$ cat config.mk
export PLATFORM = sky130hd
export DESIGN_NAME = alu_arbiter_flat
export DESIGN_NICKNAME = d
export VERILOG_FILES = /design/src/rtl/alu_arbiter_if.sv /design/src/rtl/alu_arbiter.sv /design/src/flat_wrapper.sv
export SDC_FILE = /design/constraint.sdc
export NUM_CORES = 1
export LEC_CHECK = 0
export CORE_AREA = 2 2 123 125
export CTS_BUF_LIST = sky130_fd_sc_hd__clkbuf_16
export DETAILED_ROUTE_END_ITERATION = 8
export DIE_AREA = 0 0 125 127
export MAX_ROUTING_LAYER = met4
export PLACE_DENSITY_LB_ADDON = 0.2
export SLEW_MARGIN = 20
export SYNTH_ARGS = -nofsm -noshare
export SYNTH_HDL_FRONTEND = slang
export SYNTH_SLANG_ARGS = --single-unit
$ cat constraint.sdc
create_clock -name clk -period 1.6 [get_ports clk]
set_clock_uncertainty 0.05 [all_clocks]
set_input_delay 0.24 -clock clk [delete_from_list [all_inputs] [get_ports clk]]
set_output_delay 0.24 -clock clk [all_outputs]
set_load 0.02 [all_outputs]
$ cat src/rtl/alu_arbiter_if.sv
// Request, response and ALU-drive signals shared between the pipeline, the arbiter and the ALU.
// The arbiter connects through the slave modport; the requesters/ALU side uses master.
interface alu_arbiter_if #(
    parameter int DATA_W = 32,
    parameter int CTRL_W = 4
);
    logic              req0_valid, req1_valid;
    logic              req0_ready, req1_ready;
    logic [DATA_W-1:0] req0_a, req0_b, req1_a, req1_b;
    logic [CTRL_W-1:0] req0_ctrl, req1_ctrl;

    logic              resp0_valid, resp1_valid;
    logic              resp0_ready, resp1_ready;
    logic [DATA_W-1:0] resp0_result, resp1_result;
    logic              resp0_zero, resp1_zero;
    logic              resp0_err, resp1_err;

    logic [DATA_W-1:0] alu_a, alu_b;
    logic [CTRL_W-1:0] alu_ctrl;
    logic [DATA_W-1:0] alu_result;
    logic              alu_zero;

    modport slave (
        input  req0_valid, req1_valid, req0_a, req0_b, req1_a, req1_b, req0_ctrl, req1_ctrl,
        output req0_ready, req1_ready,
        output resp0_valid, resp1_valid, resp0_result, resp1_result,
        output resp0_zero, resp1_zero, resp0_err, resp1_err,
        input  resp0_ready, resp1_ready,
        output alu_a, alu_b, alu_ctrl,
        input  alu_result, alu_zero
    );

    modport master (
        output req0_valid, req1_valid, req0_a, req0_b, req1_a, req1_b, req0_ctrl, req1_ctrl,
        input  req0_ready, req1_ready,
        input  resp0_valid, resp1_valid, resp0_result, resp1_result,
        input  resp0_zero, resp1_zero, resp0_err, resp1_err,
        output resp0_ready, resp1_ready,
        input  alu_a, alu_b, alu_ctrl,
        output alu_result, alu_zero
    );
endinterface

$ cat src/rtl/alu_arbiter.sv
// Two-port round-robin arbiter in front of a shared combinational ALU, one op in flight.
// Define ALU_ARB_FIXED_PRIO_EN to make port 0 win every tie (fixed priority).
module alu_arbiter #(
    parameter int DATA_W = 32,
    parameter int CTRL_W = 4
) (
    input  logic         clk,
    input  logic         rst_n,
    alu_arbiter_if.slave bus
);
    typedef enum logic [1:0] {IDLE, EXEC, RESP} state_t;

    state_t            state_q, state_d;
    logic [DATA_W-1:0] a_q, a_d, b_q, b_d;
    logic [CTRL_W-1:0] ctrl_q, ctrl_d;
    logic              gnt_q, gnt_d;
    logic              last_grant_q, last_grant_d;
    logic              illegal_q, illegal_d;
    logic [DATA_W-1:0] result_q, result_d;
    logic              zero_q, zero_d;
    logic              err_q, err_d;

    logic              pick;
    logic [CTRL_W-1:0] sel_ctrl;

    function automatic logic op_legal(input logic [CTRL_W-1:0] op);
        logic ok;
        case (op)
            CTRL_W'(4'b0000), CTRL_W'(4'b0001), CTRL_W'(4'b0010), CTRL_W'(4'b0100),
            CTRL_W'(4'b1000), CTRL_W'(4'b1001), CTRL_W'(4'b1010): ok = 1'b1;
            default: ok = 1'b0;
        endcase
        return ok;
    endfunction

    always_comb begin
`ifdef ALU_ARB_FIXED_PRIO_EN
        pick = bus.req0_valid ? 1'b0 : 1'b1;
`else
        if (bus.req0_valid && bus.req1_valid)
            pick = ~last_grant_q;
        else
            pick = bus.req1_valid;
`endif
        sel_ctrl = pick ? bus.req1_ctrl : bus.req0_ctrl;
    end

    always_comb begin
        state_d      = state_q;
        a_d          = a_q;
        b_d          = b_q;
        ctrl_d       = ctrl_q;
        gnt_d        = gnt_q;
        last_grant_d = last_grant_q;
        illegal_d    = illegal_q;
        result_d     = result_q;
        zero_d       = zero_q;
        err_d        = err_q;
        case (state_q)
            IDLE: begin
                if (bus.req0_valid || bus.req1_valid) begin
                    gnt_d        = pick;
                    last_grant_d = pick;
                    a_d          = pick ? bus.req1_a : bus.req0_a;
                    b_d          = pick ? bus.req1_b : bus.req0_b;
                    ctrl_d       = sel_ctrl;
                    illegal_d    = !op_legal(sel_ctrl);
                    state_d      = EXEC;
                end
            end
            EXEC: begin
                // An illegal op never reaches the ALU, so its flags are forced rather than captured.
                result_d = illegal_q ? '0 : bus.alu_result;
                zero_d   = !illegal_q && bus.alu_zero;
                err_d    = illegal_q;
                state_d  = RESP;
            end
            RESP: begin
                if (gnt_q ? bus.resp1_ready : bus.resp0_ready)
                    state_d = IDLE;
            end
            default: state_d = IDLE;
        endcase
    end

    always_ff @(posedge clk) begin
        if (!rst_n) begin
            state_q      <= IDLE;
            a_q          <= '0;
            b_q          <= '0;
            ctrl_q       <= '0;
            gnt_q        <= 1'b0;
            last_grant_q <= 1'b1;
            illegal_q    <= 1'b0;
            result_q     <= '0;
            zero_q       <= 1'b0;
            err_q        <= 1'b0;
        end else begin
            state_q      <= state_d;
            a_q          <= a_d;
            b_q          <= b_d;
            ctrl_q       <= ctrl_d;
            gnt_q        <= gnt_d;
            last_grant_q <= last_grant_d;
            illegal_q    <= illegal_d;
            result_q     <= result_d;
            zero_q       <= zero_d;
            err_q        <= err_d;
        end
    end

    // Handshake outputs decode only the state register.
    always_comb begin
        bus.req0_ready   = (state_q == IDLE);
        bus.req1_ready   = (state_q == IDLE);
        bus.resp0_valid  = (state_q == RESP) && !gnt_q;
        bus.resp1_valid  = (state_q == RESP) && gnt_q;
        bus.resp0_result = result_q;
        bus.resp1_result = result_q;
        bus.resp0_zero   = zero_q;
        bus.resp1_zero   = zero_q;
        bus.resp0_err    = err_q;
        bus.resp1_err    = err_q;
        bus.alu_a        = '0;
        bus.alu_b        = '0;
        bus.alu_ctrl     = '0;
        if (state_q == EXEC && !illegal_q) begin
            bus.alu_a    = a_q;
            bus.alu_b    = b_q;
            bus.alu_ctrl = ctrl_q;
        end
    end
endmodule

$ cat src/flat_wrapper.sv
// flat-port wrapper written by rule: the top's interface ports become plain ports
module alu_arbiter_flat 
#(
    parameter int DATA_W = 32,
    parameter int CTRL_W = 4
)
  (clk, rst_n, bus_req0_valid, bus_req1_valid, bus_req0_a, bus_req0_b, bus_req1_a, bus_req1_b, bus_req0_ctrl, bus_req1_ctrl, bus_req0_ready, bus_req1_ready, bus_resp0_valid, bus_resp1_valid, bus_resp0_result, bus_resp1_result, bus_resp0_zero, bus_resp1_zero, bus_resp0_err, bus_resp1_err, bus_resp0_ready, bus_resp1_ready, bus_alu_a, bus_alu_b, bus_alu_ctrl, bus_alu_result, bus_alu_zero);
  alu_arbiter_if #(.DATA_W(DATA_W), .CTRL_W(CTRL_W)) bus_i ();
  input  logic clk;
  input  logic rst_n;
  input wire logic [$bits(bus_i.req0_valid)-1:0] bus_req0_valid;
  input wire logic [$bits(bus_i.req1_valid)-1:0] bus_req1_valid;
  input wire logic [$bits(bus_i.req0_a)-1:0] bus_req0_a;
  input wire logic [$bits(bus_i.req0_b)-1:0] bus_req0_b;
  input wire logic [$bits(bus_i.req1_a)-1:0] bus_req1_a;
  input wire logic [$bits(bus_i.req1_b)-1:0] bus_req1_b;
  input wire logic [$bits(bus_i.req0_ctrl)-1:0] bus_req0_ctrl;
  input wire logic [$bits(bus_i.req1_ctrl)-1:0] bus_req1_ctrl;
  output wire logic [$bits(bus_i.req0_ready)-1:0] bus_req0_ready;
  output wire logic [$bits(bus_i.req1_ready)-1:0] bus_req1_ready;
  output wire logic [$bits(bus_i.resp0_valid)-1:0] bus_resp0_valid;
  output wire logic [$bits(bus_i.resp1_valid)-1:0] bus_resp1_valid;
  output wire logic [$bits(bus_i.resp0_result)-1:0] bus_resp0_result;
  output wire logic [$bits(bus_i.resp1_result)-1:0] bus_resp1_result;
  output wire logic [$bits(bus_i.resp0_zero)-1:0] bus_resp0_zero;
  output wire logic [$bits(bus_i.resp1_zero)-1:0] bus_resp1_zero;
  output wire logic [$bits(bus_i.resp0_err)-1:0] bus_resp0_err;
  output wire logic [$bits(bus_i.resp1_err)-1:0] bus_resp1_err;
  input wire logic [$bits(bus_i.resp0_ready)-1:0] bus_resp0_ready;
  input wire logic [$bits(bus_i.resp1_ready)-1:0] bus_resp1_ready;
  output wire logic [$bits(bus_i.alu_a)-1:0] bus_alu_a;
  output wire logic [$bits(bus_i.alu_b)-1:0] bus_alu_b;
  output wire logic [$bits(bus_i.alu_ctrl)-1:0] bus_alu_ctrl;
  input wire logic [$bits(bus_i.alu_result)-1:0] bus_alu_result;
  input wire logic [$bits(bus_i.alu_zero)-1:0] bus_alu_zero;
  assign bus_i.req0_valid = bus_req0_valid;
  assign bus_i.req1_valid = bus_req1_valid;
  assign bus_i.req0_a = bus_req0_a;
  assign bus_i.req0_b = bus_req0_b;
  assign bus_i.req1_a = bus_req1_a;
  assign bus_i.req1_b = bus_req1_b;
  assign bus_i.req0_ctrl = bus_req0_ctrl;
  assign bus_i.req1_ctrl = bus_req1_ctrl;
  assign bus_req0_ready = bus_i.req0_ready;
  assign bus_req1_ready = bus_i.req1_ready;
  assign bus_resp0_valid = bus_i.resp0_valid;
  assign bus_resp1_valid = bus_i.resp1_valid;
  assign bus_resp0_result = bus_i.resp0_result;
  assign bus_resp1_result = bus_i.resp1_result;
  assign bus_resp0_zero = bus_i.resp0_zero;
  assign bus_resp1_zero = bus_i.resp1_zero;
  assign bus_resp0_err = bus_i.resp0_err;
  assign bus_resp1_err = bus_i.resp1_err;
  assign bus_i.resp0_ready = bus_resp0_ready;
  assign bus_i.resp1_ready = bus_resp1_ready;
  assign bus_alu_a = bus_i.alu_a;
  assign bus_alu_b = bus_i.alu_b;
  assign bus_alu_ctrl = bus_i.alu_ctrl;
  assign bus_i.alu_result = bus_alu_result;
  assign bus_i.alu_zero = bus_alu_zero;
  alu_arbiter #(.DATA_W(DATA_W), .CTRL_W(CTRL_W)) u_core (.clk(clk), .rst_n(rst_n), .bus(bus_i));
endmodule
Yosys cells after proc, flatten, opt, wreduce, memory -nomap -nowiden
Index checks and enable logic that the tools add are counted.

operators by class
  equality and inequality tests = 10
  multiplexer cells = 15
  bitwise operators = 1
  reduce and logical (&&, ||, !) cells = 14

operators with widths
  cell                count
  $mux 32             5
  $eq 4x4->1 const B  3
  $mux 4              2
  $reduce_or 7->1     1
  $pmux 2 s3          1
  $logic_and 1x1->1   5
  $mux 1              5
  $eq 4x1->1 const B  1
  $eq 4x2->1 const B  1
  $eq 4x3->1 const B  1
  $logic_not 4->1     1
  $mux 2              2
  $ne 2x1->1 const B  2
  $reduce_and 2->1    2
  $logic_not 1->1     3
  $eq 2x1->1 const B  1
  $eq 2x2->1 const B  1
  $logic_not 2->1     1
  $logic_or 1x1->1    1
  $not 1->1           1

word-level totals
  flip-flop bits (word level) = 107
  bits of input ports = 175
  output and inout port bits = 140
  logic and storage cells = 50

Logic depth before layout (Yosys ltp)
Gate-level depths: netlist (run 1).

  word-level depth = 9
  gate-level depth with buffers = 6
  depth with buffers taken out = 4

Worst setup path after synthesis (run 1)
No wires, ideal clock.

  path kind = register to output
  start = register u_core.state_q[1]
  end = output bus_alu_b[14]
  data arrival time = 1.250 ns
  data required time = 1.310 ns
  path slack = 0.060 ns
  cell stages (with the launch flop) = 7
  path buffers = 3
  cells stage by stage = dfxtp_1 nand2b_1 buf_4 nor2_4 buf_4 clkbuf_2 and2_1

between the ends
  longest elaborated chain between the ends = 3

ends and longest elaborated chain
  element                   line                RTL
  start: declaration        alu_arbiter.sv:13   state_t state_q, state_d;
  start signal: assignment  alu_arbiter.sv:99   state_q <= state_d;
  $eq 2x1->1                alu_arbiter.sv:127  if (state_q == EXEC && !illegal_q) begin
  $logic_and 1x1->1         alu_arbiter.sv:127
  $mux 32                   alu_arbiter.sv:127
  end: declaration          flat_wrapper.sv:32  output wire logic [$bits(bus_i.alu_b)-1:0] bus_alu_b;

No other way between the ends.

Final worst setup path (run 1)
  start = register u_core.state_q[1]
  end = output bus_alu_b[13]

The elaborated chain is that of the path after synthesis.

==> key figures, run 1 <==
Floorplan
  • Die X: 125 um
  • Full die area: 0.0159 mm2
  • Number of cell rows: 44
  • Floorplan core area: 0.0144 mm2
  • Die height: 127 um
  • I/O Pins: 315
  • Starting utilization of the core area: 38.7%

Layout
  • Share of post-route cells with drive strength above 1: 25.5%
  • Area of combinational cells with multiple inputs: 0.00307 mm2
  • Number of filler instances in the final layout: 1,168
  • Count of non-filler cells in the finished layout: 1,081
  • Final #Nets: 1,068
  • Inserted Diodes: 0
  • Post-Layout Inst Area: 0.00976 mm2
  • Util after Layout: 67.6%
  • FF/Latch Area: 0.00214 mm2
  • Area growth, synth to finish: 74.7%

Critical path
  • Startpoint type of the worst setup path: register
  • Critical path launch point: u_core.state_q[1]
  • Peak per-stage delay on the critical path: 320 ps
  • Critical Setup Path Class: reg2out
  • Launching point of the worst reg2reg path: u_core.state_q[1]
  • Critical path data required time: 1310 ps
  • Largest fanout of any net on the critical path: 6
  • Data arrival time at the worst-slack endpoint: 1620 ps
  • Critical path's slowest cell: dfxtp_2
  • Most used cell, CP: buf_6
  • Cell breakdown of the critical path: nand2b_4 -> nor2_4 -> buf_6 -> buf_12 -> clkbuf_16 -> and2_4 -> buf_6
  • Kind of end point of the critical path: output pin

Global routing
  • Total routing resource utilization after global routing: 22.0%
  • Via count of the first global-routing pass: 5,320
  • Aggregate global routing overflow: 0
  • Pin count of the biggest net entering global routing: 69
  • Number of antenna violations at the first check in global routing: 0
  • Wire length of the first global-routing pass: 27,100 um

Place
  • Cell Count Post-Placement: 1,030
  • Setup Slack @ Placement: -376 ps
  • Placement-stage cell area: 0.00871 mm2
  • Detail Placement HPWL: 12,300 um
  • Placer congestion estimate: 0.797
  • PortBufs: 314

Routing
  • Sum of routed wire length over all layers: 18,300 um
  • Residual DRC count: 0
  • Initial DRT Pass Iterations: 4
  • Initial DRC Count: 158
  • Drt via density: 4.93
  • Via count: 5,327
  • Final ANT Viol Nets: 0
  • DR WL/cell: 16.9 um

Clock tree
  • CTS Sinks: 107
  • Source-to-sink clock delay at the later pin of the worst-skew pair: 340 ps
  • Clock tree from TritonCTS: done
  • Clock tree buffer depth: 2
  • Max H-tree Level: 3
  • Clock Root Buffer: clkbuf_16
  • Number of hold buffers added after cts: 0
  • Clock slew at reported path FFs: 70 ps
  • Total clock buffers created by CTS: 9

Pwr
  • Net Sw Power: 2310 uW
  • Proportion of power drawn by flip-flops and latches: 39.8%
  • Cell Int Power: 5540 uW
  • Clock Power Share: 24.9%
  • Lkg Pwr: 0.00486 uW
  • Logic gate share of total power: 35.2%
  • Maximum resistive drop on vdd: 0.000524 V
  • Power density over the cells: 805 mW/mm2
  • Fraction of power spent switching nets: 29.4%

Synthesis
  • Synth Warn #: 0
  • Part of the Yosys area used for sequential elements: 38.4%
  • Average instance area after synthesis: 9.40 um2
  • Total nets after synthesis: 769
  • Yosys reg bits: 107
  • Number of cells produced by synthesis: 594
  • Post-synthesis cell area: 0.00559 mm2
  • Unique masters post-synth: 27

Timing
  • Maximum frequency from static timing analysis: 0.525 GHz
  • Count of pins over their slew limit: 0
  • Final setup violation count: 81
  • Worst setup slack after layout: -306 ps
  • Fraction of the cycle the final worst path needs: 119%
  • Setup repair after global routing missed its margin: true
  • Post-layout minimum cycle time: 1910 ps
  • Hold_ws: 171 ps
  • Slew margin rel.: 59.3%
  • Total count of hold-check failures in the final report: 0
  • Slew at the pin closest to its max-slew limit: 611 ps

Worst hold path
  • Beginning of the worst hold path: rst_n
  • Worst hold path class: in2reg

Status
  • Failing checks: setup timing
  • Outcome: complete, but fails checks

Flow run
  • Number of max-capacitance violations reported: 0
layout by cell type (no fill, tap or decap), types with 5 or more instances in the layout:
cell / count
nand2_1: 62
buf_4: 24
a21oi_1: 34
nor2b_1: 35
dlygate4sd2_1: 64
nand2_2: 8
dfxtp_1: 105
clkbuf_16: 14
nor3b_1: 34
buf_16: 6
clkdlybuf4s50_1: 173
buf_12: 14
and2_4: 61
and2_1: 8
buf_8: 5
o211a_1: 68
mux2i_1: 66
buf_6: 77
synthesized netlist by cell type (all sizes together):
cell type    n  area (um2)
o21a         3        22.5
dfxtp      107        2140
nor3b       34         255
nor2         4        30.0
mux2i       70         701
o2bb2ai      1        8.76
a31o         1        8.76
o211a       68         681
nand2       70         263
a21oi       34         170
a21boi       2        18.8
nand3b       1        7.51
clkbuf      21        81.3
o21ai        1        5.00
and2        69         432
o221ai       1        8.76
buf         68         502
o31ai        1        7.51
and3b        1        8.76
nand2b       1        6.26
a22oi        1        7.51
nor2b       35         219
cell families after synthesis:
kind of cell	after synthesis	share of synthesized area, %
AND/OR/NAND/NOR	215	21.9
AO/OA/AOI/OAI	113	16.8
flip-flops	107	38.4
buffers and inverters	89	10.4
multiplexers	70	12.5
per-stage QoR:
| step | total power (uW) | TNS (ps) |
|---|---|---|
| 6_report | 7850 | -14630 |
| 5_1_grt | 8240 | -25000 |
| 4_1_cts | 7650 | -17420 |
| 3_5_place_dp | 5460 | -37640 |
| 3_3_place_gp | 5420 | -33210 |
| 2_1_floorplan | 4430 | 0 |
sequential cells by signal, summed over array words and instances (netlist names):
register and count:
u_core.b_q 32, u_core.bus.resp0_result 32, u_core.bus.resp0_zero 1, u_core.illegal_q 1, u_core.gnt_q 1, u_core.bus.resp0_err 1, u_core.state_q 2, u_core.ctrl_q 4
u_core.last_grant_q 1, u_core.a_q 32
power groups by stage:
stage / combinational [uW] / sequential [uW] / clock (uW)
2_1_floorplan: 1250 / 3180 / 0
3_3_place_gp: 2260 / 3160 / 0
3_5_place_dp: 2300 / 3170 / 0
4_1_cts: 2510 / 3120 / 2020
5_1_grt: 2950 / 3160 / 2130
6_report: 2770 / 3130 / 1960
worst paths after layout:
path | to | slack, ps | cells past startpoint
setup reg to reg | u_core.ctrl_q[2] | -40 | 9
hold reg to reg | u_core.b_q[27] | 440 | 1
setup / recovery | bus_alu_b[13] | -310 | 7
hold / removal | u_core.ctrl_q[0] | 170 | 2
layout make-up:
type | instances | area share [%]
timing repair buffer | 377 | 41.6
tap | 184 | 2.36
clock inverter | 6 | 0.269
clock buffer | 9 | 2.31
sequential | 107 | 22.0
multi-input combinational | 398 | 31.5
worst max-delay path: cells and delay by family (launching register included):
kind / cells / cell delay (ps)
AND/OR/NAND/NOR: 3 / 390
buffers and inverters: 4 / 550
flip-flops: 1 / 320
timing repair:
item | 4_1_cts | 5_1_grt
endpoints found under the setup margin | 141 | 139
pin swaps | 11 | 44
buffers inserted | 9 | 17
resized for setup | 531 | 56
gates cloned | 6 | 6
metal layers:
metal / track usage, % / vias up / part of all wire [%]
li1: - / 2610 / -
met1: 24.4 / 2470 / 40
met2: 39.2 / 223 / 52
met3: 4.61 / 24 / 5.9
met4: 7.65 / 0 / 1.7
met5: - / - / 0
Note: power is estimated with default switching activity, not from simulation.
==> run 2, diff against run 1 <==
--- a/config.mk
+++ b/config.mk
@@ -5,10 +5,11 @@
 export SDC_FILE = /design/constraint.sdc
 export NUM_CORES = 1
 export LEC_CHECK = 0
-export CORE_AREA = 2 2 123 125
+export CORE_AREA = 2 2 122 124
 export CTS_BUF_LIST = sky130_fd_sc_hd__clkbuf_16
 export DETAILED_ROUTE_END_ITERATION = 8
-export DIE_AREA = 0 0 125 127
+export DIE_AREA = 0 0 124 126
+export DONT_BUFFER_PORTS = 1
 export MAX_ROUTING_LAYER = met4
 export PLACE_DENSITY_LB_ADDON = 0.2
 export SLEW_MARGIN = 20
==> run 2 against run 1 <==
  * The run ends with hold timing, setup timing left
  * Cell area is 36% lower
  * Sequential share of layout area is 12 points higher
  * Core utilization is 24 points lower
  * Clock-buffer cell count stayed put
  * Wire length is 18% lower
  * Fmax is 5.8% higher
  * Clock power is 9% higher
  * Sequential cell count stayed put
  * Register-to-register slack better by 150 ps
  * Highest routed layer unchanged
==> key figures, run 2 (synthesis gave the netlist of run 1 again) <==
Clock tree
  • CTS Sinks: 107 (unchanged)
  • Source-to-sink clock delay at the later pin of the worst-skew pair: 340 ps (about the same)
  • Clock tree from TritonCTS: done (unchanged)
  • Clock tree buffer depth: 2 (unchanged)
  • Max H-tree Level: 3 (unchanged)
  • Clock slew at reported path FFs: 70 ps (about the same)
  • Clock Root Buffer: clkbuf_16 (unchanged)
  • Total clock buffers created by CTS: 9 (unchanged)

Floorplan
  • Number of cell rows: 44 (unchanged)
  • Die height: 126 um (was 127 um)
  • Die X: 124 um (was 125 um)
  • I/O Pins: 315 (unchanged)
  • Starting utilization of the core area: 39.0% (was 38.7%)
  • Floorplan core area: 0.0143 mm2 (was 0.0144 mm2)
  • Full die area: 0.0156 mm2 (was 0.0159 mm2)

Layout
  • Area growth, synth to finish: 11.6% (was 74.7%)
  • Share of post-route cells with drive strength above 1: 22.0% (was 25.5%)
  • Most used cells in the layout excluding fill and tap cells: dfxtp_1, nand2_1, mux2i_1 (was clkdlybuf4s50_1, dfxtp_1, buf_6)
  • Most common library cell in the layout ignoring fill and taps: dfxtp_1 (was clkdlybuf4s50_1)
  • Number of filler instances in the final layout: 1,383 (was 1,168)
  • Final #Nets: 721 (was 1,068)
  • Count of non-filler cells in the finished layout: 735 (was 1,081)

Status
  • Failing checks: hold timing, setup timing (was setup timing)
  • Outcome: complete, but fails checks (unchanged)

Routing
  • Final ANT Viol Nets: 0 (unchanged)
  • Initial DRT Pass Iterations: 5 (was 4)
  • DR WL/cell: 20.4 um (was 16.9 um)
  • Drt via density: 5.48 (was 4.93)
  • Sum of routed wire length over all layers: 15,000 um (was 18,300 um)
  • Via count: 4,025 (was 5,327)
  • Residual DRC count: 0 (unchanged)
  • Initial DRC Count: 137 (was 158)

Pwr
  • Clock Power Share: 30.5% (was 24.9%)
  • Power density over the cells: 1120 mW/mm2 (was 805 mW/mm2)
  • Maximum resistive drop on vdd: 0.000482 V (was 0.000524 V)
  • Fraction of power spent switching nets: 30.0% (was 29.4%)
  • Logic gate share of total power: 22.4% (was 35.2%)
  • Proportion of power drawn by flip-flops and latches: 47.0% (was 39.8%)
  • Sum of internal, switching and leakage power: 6980 uW (was 7850 uW)
  • Lkg Pwr: 0.00296 uW (was 0.00486 uW)
  • Cell Int Power: 4890 uW (was 5540 uW)
  • Net Sw Power: 2090 uW (was 2310 uW)

Place
  • Setup Slack @ Placement: 47.3 ps (was -376 ps)
  • Placer congestion estimate: 0.739 (was 0.797)
  • Detail Placement HPWL: 9100 um (was 12,300 um)
  • Cell Count Post-Placement: 704 (was 1,030)
  • PortBufs: 0 (was 314)

Critical path
  • Launching point of the worst reg2reg path: u_core.state_q[1] (unchanged)
  • Kind of end point of the critical path: output pin (unchanged)
  • Critical path launch point: u_core.state_q[1] (unchanged)
  • Data arrival time at the worst-slack endpoint: 1510 ps (was 1620 ps)
  • Startpoint type of the worst setup path: register (unchanged)
  • Critical Setup Path Class: reg2out (unchanged)
  • Setup crit end: bus_alu_ctrl[0] (was bus_alu_b[13])
  • Worst r2r dst: u_core.bus.resp0_result[2] (was u_core.ctrl_q[2])
  • Largest fanout of any net on the critical path: 6 (unchanged)
  • Register-to-register setup slack: 110 ps (was -40 ps)
  • Critical path data required time: 1310 ps (about the same)
  • Register-to-Register Path Depth: 7 (was 9)

Timing
  • Setup repair after global routing missed its margin: true (unchanged)
  • Slew at the pin closest to its max-slew limit: 473 ps (was 611 ps)
  • Post-layout minimum cycle time: 1800 ps (was 1910 ps)
  • Fraction of the cycle the final worst path needs: 113% (was 119%)
  • Count of pins over their slew limit: 0 (unchanged)
  • Slew margin rel.: 68.4% (was 59.3%)
  • Worst setup slack after layout: -202 ps (was -306 ps)
  • Total negative slack for setup checks: -11,350 ps (was -14,630 ps)
  • Hold_ws: -25.1 ps (was 171 ps)
  • Total count of hold-check failures in the final report: 15 (was 0)
  • Final setup violation count: 68 (was 81)
  • Maximum frequency from static timing analysis: 0.555 GHz (was 0.525 GHz)

Global routing
  • Wire length of the first global-routing pass: 20,000 um (was 27,100 um)
  • Aggregate global routing overflow: 0 (unchanged)
  • Pin count of the biggest net entering global routing: 108 (was 69)
  • Number of antenna violations at the first check in global routing: 1 (was 0)
  • Total routing resource utilization after global routing: 17.4% (was 22.0%)
  • Via count of the first global-routing pass: 3,767 (was 5,320)

Worst hold path
  • Worst hold path class: in2reg (unchanged)
  • Beginning of the worst hold path: rst_n (unchanged)

Flow run
  • Number of max-capacitance violations reported: 0 (unchanged)
[run 2: how the worst min path moves through the flow]
| stage | endpoint | slack, ps | depth (start not counted) |
|---|---|---|---|
| after detailed placement | u_core.last_grant_q | 280 | 1 |
| after floorplan | u_core.last_grant_q | 400 | 2 |
| after CTS | u_core.last_grant_q | -90 | 1 |
| final | u_core.a_q[0] | -30 | 1 |
| after global routing | u_core.last_grant_q | -50 | 1 |
| after global placement | u_core.last_grant_q | 270 | 1 |
[run 2: critical path: stages (launching register included)]
cell and delay (ps):
dfxtp_2 320, nand2b_4 140, nor2_4 160, buf_12 160, buf_12 120, and2_4 140
buf_6 110
[run 2: power by group through the flow]
stage	combinational [uW]	clock (uW)	sequential (uW)
detailed placement	1260	0	3320
global placement	1220	0	3320
floorplan	1250	0	3180
CTS	1430	2200	3280
global route	1700	2330	3320
finish	1570	2130	3280
[run 2: per-stage QoR]
stage	util, %	hold WS, ps	cell area [um2]
2_1_floorplan	-	405	5590
3_3_place_gp	38.1	269	5450
3_5_place_dp	38.1	278	5450
4_1_cts	42.0	-86.2	6010
5_1_grt	43.5	-51.9	6230
6_report	43.5	-25.1	6230
[run 2: routing by layer]
metal	GRT usage [%]	vias up	wire length (um)
met4	7.07	0	329
li1	-	1919	-
met5	-	-	0
met1	18.8	1894	6070
met3	3.89	22	1030
met2	30.6	190	7600
[run 2: timing repair]
item / CTS / global route
endpoints found under the setup margin: 68 / 70
endpoints found under the hold margin: 105 / 65
cloned: 3 / 8
gates resized for setup: 120 / 27
setup buffers: 4 / 1
pin swaps: 14 / 13
[run 2: area by class of cell]
type	count	area, um2	area share, %
Timing Repair Buffer	30	514	8.25
Multi-Input combinational cell	398	3070	49.2
Antenna cell	1	2.50	0.0401
Tap cell	184	230	3.69
Clock inverter	6	50.0	0.803
Sequential cell	107	2140	34.4
Clock buffer	9	225	3.61
